==> src/rtl/ahb_pkg.sv <==
// AHB-Lite encodings and the data-size bridge FSM state type.
// Shared by ahb_dsize_bridge and anything that decodes its bus.
package ahb_pkg;

  localparam logic [1:0] HTRANS_IDLE   = 2'b00;
  localparam logic [1:0] HTRANS_BUSY   = 2'b01;
  localparam logic [1:0] HTRANS_NONSEQ = 2'b10;
  localparam logic [1:0] HTRANS_SEQ    = 2'b11;

  localparam logic [2:0] HSIZE_BYTE  = 3'd0;
  localparam logic [2:0] HSIZE_HALF  = 3'd1;
  localparam logic [2:0] HSIZE_WORD  = 3'd2;
  localparam logic [2:0] HSIZE_DWORD = 3'd3;

  typedef enum logic [2:0] {
    ST_IDLE,
    ST_SINGLE,
    ST_BEAT0,
    ST_BEAT1,
    ST_ERR1,
    ST_ERR2
  } dsz_state_t;

endpackage

==> src/rtl/ahb_dsize_bridge.sv <==
// 64-bit AHB-Lite slave to 32-bit AHB-Lite master; 64-bit reads split into two beats (AHB_DSIZE_ERR_EN enables error relay).
// Latency: single 2 cycles, 64-bit read 3 cycles, +1 per downstream wait state.
// Backpressure: S_HREADYOUT low until the final downstream data phase sees M_HREADY=1.
module ahb_dsize_bridge
  import ahb_pkg::*;
#(
  parameter bit ZERO_FILL = 1'b1
) (
  input  logic        HCLK,
  input  logic        HRESETn,
  input  logic        S_HSEL,
  input  logic [31:0] S_HADDR,
  input  logic [1:0]  S_HTRANS,
  input  logic [2:0]  S_HSIZE,
  input  logic        S_HWRITE,
  input  logic [31:0] S_HWDATA,
  input  logic        S_HREADY,
  output logic [63:0] S_HRDATA,
  output logic        S_HREADYOUT,
  output logic        S_HRESP,
  output logic [31:0] M_HADDR,
  output logic [1:0]  M_HTRANS,
  output logic [2:0]  M_HSIZE,
  output logic        M_HWRITE,
  output logic [31:0] M_HWDATA,
  input  logic [31:0] M_HRDATA,
  input  logic        M_HREADY,
  input  logic        M_HRESP
);

  dsz_state_t  state_q, state_d;
  logic [1:0]  htrans_q, htrans_d;
  logic [31:0] haddr_q, haddr_d;
  logic [2:0]  hsize_q, hsize_d;
  logic        hwrite_q, hwrite_d;
  logic [31:0] hwdata_q, hwdata_d;
  logic [31:0] lo_q, lo_d;
  logic        lane_q, lane_d;
  logic        accept, done, err_seen, unused_ok;
  logic [31:0] fill;

`ifdef AHB_DSIZE_ERR_EN
  assign err_seen  = M_HRESP;
  assign unused_ok = S_HTRANS[0];
`else
  assign err_seen  = 1'b0;
  assign unused_ok = ^{S_HTRANS[0], M_HRESP};
`endif

  assign accept = S_HSEL & S_HTRANS[1] & S_HREADY;
  assign fill   = ZERO_FILL ? 32'h0 : M_HRDATA;

  always_comb begin
    state_d     = state_q;
    htrans_d    = htrans_q;
    haddr_d     = haddr_q;
    hsize_d     = hsize_q;
    hwrite_d    = hwrite_q;
    hwdata_d    = hwdata_q;
    lo_d        = lo_q;
    lane_d      = lane_q;
    done        = 1'b0;
    S_HREADYOUT = 1'b0;
    S_HRESP     = 1'b0;
    S_HRDATA    = 64'h0;

    // Within SINGLE/BEAT1 a non-IDLE htrans_q means our address phase is still on the bus.
    case (state_q)
      ST_IDLE: S_HREADYOUT = 1'b1;
      ST_SINGLE: begin
        if (htrans_q != HTRANS_IDLE) begin
          hwdata_d = S_HWDATA;
          if (M_HREADY) htrans_d = HTRANS_IDLE;
        end else if (err_seen) begin
          state_d = ST_ERR1;
        end else if (M_HREADY) begin
          done        = 1'b1;
          S_HREADYOUT = 1'b1;
          if (!hwrite_q) S_HRDATA = lane_q ? {M_HRDATA, fill} : {fill, M_HRDATA};
        end
      end
      ST_BEAT0: begin
        if (M_HREADY) begin
          state_d  = ST_BEAT1;
          htrans_d = HTRANS_SEQ;
          haddr_d  = haddr_q + 32'd4;
        end
      end
      ST_BEAT1: begin
        if (err_seen) begin
          state_d  = ST_ERR1;
          htrans_d = HTRANS_IDLE;
        end else if (M_HREADY) begin
          if (htrans_q != HTRANS_IDLE) begin
            lo_d     = M_HRDATA;
            htrans_d = HTRANS_IDLE;
          end else begin
            done        = 1'b1;
            S_HREADYOUT = 1'b1;
            S_HRDATA    = {M_HRDATA, lo_q};
          end
        end
      end
`ifdef AHB_DSIZE_ERR_EN
      ST_ERR1: begin
        S_HRESP = 1'b1;
        state_d = ST_ERR2;
      end
      ST_ERR2: begin
        S_HREADYOUT = 1'b1;
        S_HRESP     = 1'b1;
        state_d     = ST_IDLE;
      end
`endif
      default: state_d = ST_IDLE;
    endcase

    if (done) state_d = ST_IDLE;

    if ((state_q == ST_IDLE || done) && accept) begin
      haddr_d  = S_HADDR;
      hsize_d  = S_HSIZE;
      hwrite_d = S_HWRITE;
      lane_d   = S_HADDR[2];
      htrans_d = HTRANS_NONSEQ;
      state_d  = ST_SINGLE;
      if (!S_HWRITE && S_HSIZE == HSIZE_DWORD) begin
        state_d = ST_BEAT0;
        haddr_d = {S_HADDR[31:3], 3'b000};
        hsize_d = HSIZE_WORD;
      end else if (S_HWRITE && S_HSIZE == HSIZE_DWORD) begin
`ifdef AHB_DSIZE_ERR_EN
        state_d  = ST_ERR1;
        htrans_d = HTRANS_IDLE;
`else
        hsize_d  = HSIZE_WORD;
`endif
      end
    end
  end

  always_ff @(posedge HCLK or negedge HRESETn) begin
    if (!HRESETn) begin
      state_q  <= ST_IDLE;
      htrans_q <= HTRANS_IDLE;
      haddr_q  <= 32'h0;
      hsize_q  <= 3'd0;
      hwrite_q <= 1'b0;
      hwdata_q <= 32'h0;
      lo_q     <= 32'h0;
      lane_q   <= 1'b0;
    end else begin
      state_q  <= state_d;
      htrans_q <= htrans_d;
      haddr_q  <= haddr_d;
      hsize_q  <= hsize_d;
      hwrite_q <= hwrite_d;
      hwdata_q <= hwdata_d;
      lo_q     <= lo_d;
      lane_q   <= lane_d;
    end
  end

  assign M_HADDR  = haddr_q;
  assign M_HTRANS = htrans_q;
  assign M_HSIZE  = hsize_q;
  assign M_HWRITE = hwrite_q;
  assign M_HWDATA = hwdata_q;

endmodule

==> config.mk <==
export PLATFORM = sky130hd
export DESIGN_NAME = ahb_dsize_bridge
export DESIGN_NICKNAME = d
export VERILOG_FILES = /design/src/rtl/ahb_pkg.sv /design/src/rtl/ahb_dsize_bridge.sv
export SDC_FILE = /design/constraint.sdc
export NUM_CORES = 1
export LEC_CHECK = 0
export ABC_CLOCK_PERIOD_IN_PS = 4600
export BUFFER_PORTS_ARGS = -buffer_cell sky130_fd_sc_hd__buf_2
export CORE_ASPECT_RATIO = 1.1
export CORE_MARGIN = 5
export CORE_UTILIZATION = 25
export CTS_CLUSTER_DIAMETER = 30
export DETAILED_ROUTE_END_ITERATION = 10
export SLEW_MARGIN = 20
export SYNTH_ARGS = -nofsm -noshare
export SYNTH_HDL_FRONTEND = slang
export SYNTH_SLANG_ARGS = --single-unit
==> constraint.sdc <==
create_clock -name HCLK -period 4.6 [get_ports HCLK]
set_clock_uncertainty 0.15 [all_clocks]
set_input_delay 0.69 -clock HCLK [delete_from_list [all_inputs] [get_ports HCLK]]
set_output_delay 0.69 -clock HCLK [all_outputs]
set_load 0.01 [all_outputs]
Word-level counts from Yosys, hierarchy flattened

Cells that the tools add are included.

Input bits: 108
Register bits: 106
Logic and storage cells: 69
Output and inout port bits: 136

Reductions and logical operators: 16
Bitwise operators: 2
Mux-type cells: 31
Add/subtract/negate cells: 1
Eq/ne operators: 11

Operators by type and width:

| kind                                                  | number |
|---|---|
| two-way mux 64 bit                                    | 6 |
| one-hot mux 64 bit (2 select lines)                   | 1 |
| two-way mux 32 bit                                    | 3 |
| adder 32 x 3 -> 32 bit, second input constant         | 1 |
| two-way mux 3 bit                                     | 6 |
| inequality test 3 bit, second input constant          | 5 |
| two-way mux 2 bit                                     | 7 |
| == test 3 x 2 -> 1 bit, second input constant         | 3 |
| one-hot mux 2 bit (3 select lines)                    | 1 |
| one-hot mux 3 bit (2 select lines)                    | 1 |
| AND reduction 2 bit                                   | 3 |
| AND reduction 6 bit                                   | 1 |
| nonzero test 2 bit                                    | 3 |
| two-way mux 1 bit                                     | 4 |
| inequality test 4 bit, second input constant          | 1 |
| nonzero test 4 bit                                    | 1 |
| == test 3 x 1 -> 1 bit, second input constant         | 1 |
| logical AND 1 bit                                     | 3 |
| zero test 3 bit                                       | 1 |
| inequality test 3 x 1 -> 1 bit, second input constant | 1 |
| one-hot mux 1 bit (3 select lines)                    | 1 |
| AND reduction 3 bit                                   | 1 |
| OR reduction 3 bit                                    | 1 |
| bitwise AND 1 bit                                     | 2 |
| 3 further kinds                                       | 3 |

Longest topological paths before layout

Depth in word-level cells: 8
Gate-level depth with buffers: 8
Mapped depth without buffers: 6

Worst setup path before layout

Ideal clock, no wire load.

Kind: input-to-output
Start point: in M_HREADY
End point: out S_HRDATA[0]
Stages on the path: 6
Setup slack: 1.921 ns
Required time: 3.760 ns
Data arrival time: 1.839 ns
Path through: buf_4 -> nand4bb_1 -> clkbuf_1 -> nor2_1 -> clkbuf_1 -> a22o_1

Longest elaborated chain between the ends: 3
Elaborated cells between the ends (all ways): 4
Classes of those cells: mux: 4

Ends and longest elaborated chain:

| what                                  | RTL line               | RTL |
|---|---|---|
| start, declared                       | ahb_dsize_bridge.sv:27 | `input logic M_HREADY,` |
| two-way mux 64 bit                    | ahb_dsize_bridge.sv:76 | `end else if (M_HREADY) begin` |
| two-way mux 64 bit                    | ahb_dsize_bridge.sv:71 | `if (htrans_q != HTRANS_IDLE) begin` |
| one-hot mux 64 bit (2 select lines) * | ahb_dsize_bridge.sv:68 | `case (state_q)` |
| end, declared                         | ahb_dsize_bridge.sv:18 | `output logic [63:0] S_HRDATA,` |

Every way passes the cells marked *; elsewhere a longest branch is shown, timed or not.

Worst setup path in the final report

Start point: in M_HREADY
End point: out S_HRDATA[45]

The elaborated chain is that of the path after synthesis.

==> results.json <==
{
  "synth_compound_area_share_pct": 10.1,
  "tightest_slew_ps": 1020,
  "die_w_um": 147,
  "cp-start-kind": "primary input",
  "slew_headroom_pct": 31.5,
  "irDropWorstVdd_v": 0.000257,
  "holdBufCountCts": 0,
  "synthCells": 454,
  "ff_latch_area_um2": 2630,
  "nets": 793,
  "min_period_ps": 3420,
  "viasPerCell": 4.47,
  "portBuffers": 240,
  "fp-row-count": 55,
  "drive_gt1_share_pct": 50.4,
  "cts_resized": 0,
  "synth_xor_area_share_pct": 4.60,
  "first_pass_iters": 4,
  "synth_edf_count": 0,
  "cp_max_fo": 17,
  "insertion_delay_ps": 350,
  "power_mw": 3.93,
  "hpwl_um": 10700,
  "drv_slew": 0,
  "drc_errors": 0,
  "yosys.area_share.adder_pct": 0.244,
  "outcome": "complete, no violations",
  "drt_iter0_drc": 131,
  "cts-buffers-inserted": 9,
  "synthesis.area_um2": 5140,
  "yosysWarningCount": 0,
  "async_reset_ff_share_pct": 100,
  "cts-htree-levels": 3,
  "hold_slack_ps": 181,
  "p_leak_nw": 3.47,
  "powerDensity_nw_per_um2": 567,
  "arrival_ps": 2580,
  "grt_max_degree": 45,
  "drv_cap": 0,
  "track_usage_pct": 12.2,
  "cts_setup_buffers": 0,
  "antenna_left": 0,
  "multi_input_comb_area_um2": 2390,
  "hold_class": "in2async",
  "fill_cells": 2074,
  "fin_crit_sh_pct": 74.3,
  "tritoncts": "done",
  "critical_path_class": "in2out",
  "ys_ff_latch": 105,
  "grt_pass1_vias": 4468,
  "initial_utilization_pct": 25.2,
  "place_area_um2": 6620,
  "synth_top_family_by_area": "simple AND/OR/NAND/NOR gates",
  "syn-num-nets": 563,
  "synth_ff_type": "dfrtp_1",
  "fmax_mhz": 293,
  "cts_sinks": 105,
  "detail_route.wirelength_um": 14600,
  "yosysSeqAreaShare_pct": 51.2,
  "synth.avg_cell_area_um2": 11.3,
  "hold_viol": 0,
  "r2r_end": "M_HADDR[19]$_DFFE_PN0P_",
  "globalRoute.totalOverflow": 0,
  "rr_startpoint": "state_q[1]$_DFFE_PN0P_",
  "ys_types": 45,
  "root_buffer": "clkbuf_16",
  "setup_viol": 0,
  "gp_congestion": 0.769,
  "die_h_um": 160,
  "final_area_um2": 6930,
  "antenna_found_initial": 0,
  "required_ps": 3760,
  "synth-simple-area-share_pct": 16.6,
  "rsz0062_at_grt": "false",
  "area_growth_pct": 35.0,
  "core_um2": 20400,
  "path_clk_slew_ps": 80,
  "crit_path_end_kind": "primary output",
  "vias": 4231,
  "muxShareOfSynthArea_pct": 14.0,
  "grt_pass1_wl_um": 23500,
  "tns_ps": 0,
  "clockBufferDepth": 2,
  "reg2regPathDepth": 5,
  "routedWlPerCell_um": 15.4,
  "ioPinCount": 244,
  "ff2ff_setup_slack_ps": 1930,
  "die-area_um2": 23500
}
==> layer usage <==
metal	share of wire (%)	track usage [%]	vias up
met3	7.0	3.53	17
met4	2.0	4.45	0
met2	49	20.8	134
met5	0	0	-
li1	-	-	2068
met1	42	14.7	2012
==> report_power, final <==
part / leakage (nW) / switching, mW / internal, mW
sequential: 1.32 / 0.360 / 1.38
combinational: 2.01 / 0.697 / 0.726
clock: 0.140 / 0.390 / 0.380
==> flip-flops by register name (all words and copies together) (netlist names) <==
register,cells
state_q,2
M_HWRITE,1
M_HWDATA,32
M_HTRANS,2
M_HADDR,32
M_HSIZE,3
lane_q,1
lo_q,32
==> cells by family (layout without fill, tap and decap cells) <==
family          count (synthesis)  in the layout
xor+xnor                       27             27
mux                            64             64
flops                         105            105
simple gates                  148            148
fa+ha+maj                       1              1
other cells                     1              2
compound gates                 75             75
buf+inv                        33            268
==> final cells by class <==
cell class / count / area share (%)
clock buffers: 9 / 3.25
flip-flops and latches: 105 / 37.9
clock inverters: 7 / 0.884
inverters: 3 / 0.162
diodes: 1 / 0.0361
well taps: 256 / 4.62
multi-input cells: 316 / 34.5
repair buffers: 249 / 18.6
==> cell usage in the layout, fill, tap and decap left out, drive strengths merged, types with 10 or more instances in the layout <==
master	instances
buf	249
dfrtp	105
mux2	64
nand2	55
and2	34
a22o	32
o21ai	32
xor2	20
nand4	14
nand3	10
==> through the flow <==
stage               utilization, %  worst slack [ps]  instances
floorplan                        -              1920        454
global placement              32.5              1190        928
detailed placement            32.5              1120        928
CTS                           33.9              1120        944
global route                  34.0               939        945
finish                        34.0              1180        946
==> how the worst max path moves through the flow <==
stage / slack (ps) / to / startpoint
after CTS: 1120 / S_HRDATA[37] / state_q[0]$_DFFE_PN0P_
after floorplan: 1920 / S_HRDATA[0] / M_HREADY
after global placement: 1190 / S_HRDATA[45] / M_HREADY
after detailed placement: 1120 / S_HRDATA[37] / M_HREADY
final: 1180 / S_HRDATA[45] / M_HREADY
after global routing: 940 / S_HRDATA[61] / state_q[0]$_DFFE_PN0P_
==> Yosys cell counts, types with 3 or more instances <==
cell / n / area, µm²
mux2_2: 64 / 721
inv_1: 3 / 11.3
o21ai_0: 20 / 100
nor2_1: 9 / 33.8
dfrtp_1: 105 / 2630
a21oi_1: 3 / 15.0
and4_1: 3 / 26.3
and2_1: 34 / 213
clkbuf_1: 13 / 48.8
nand2_1: 55 / 206
and3_1: 3 / 18.8
a22o_1: 32 / 280
xor2_1: 20 / 175
o21ai_1: 12 / 60.1
nand3_1: 9 / 45.0
xnor2_1: 7 / 61.3
buf_4: 4 / 30.0
buf_2: 12 / 60.1
nand4_1: 12 / 75.1
==> critical path: stages <==
cell and delay [ps]:
buf_2 230, nand4bb_1 410, a21oi_2 680, buf_4 300, and2_1 140, buf_2 120
(Power assumes the default switching activity.)
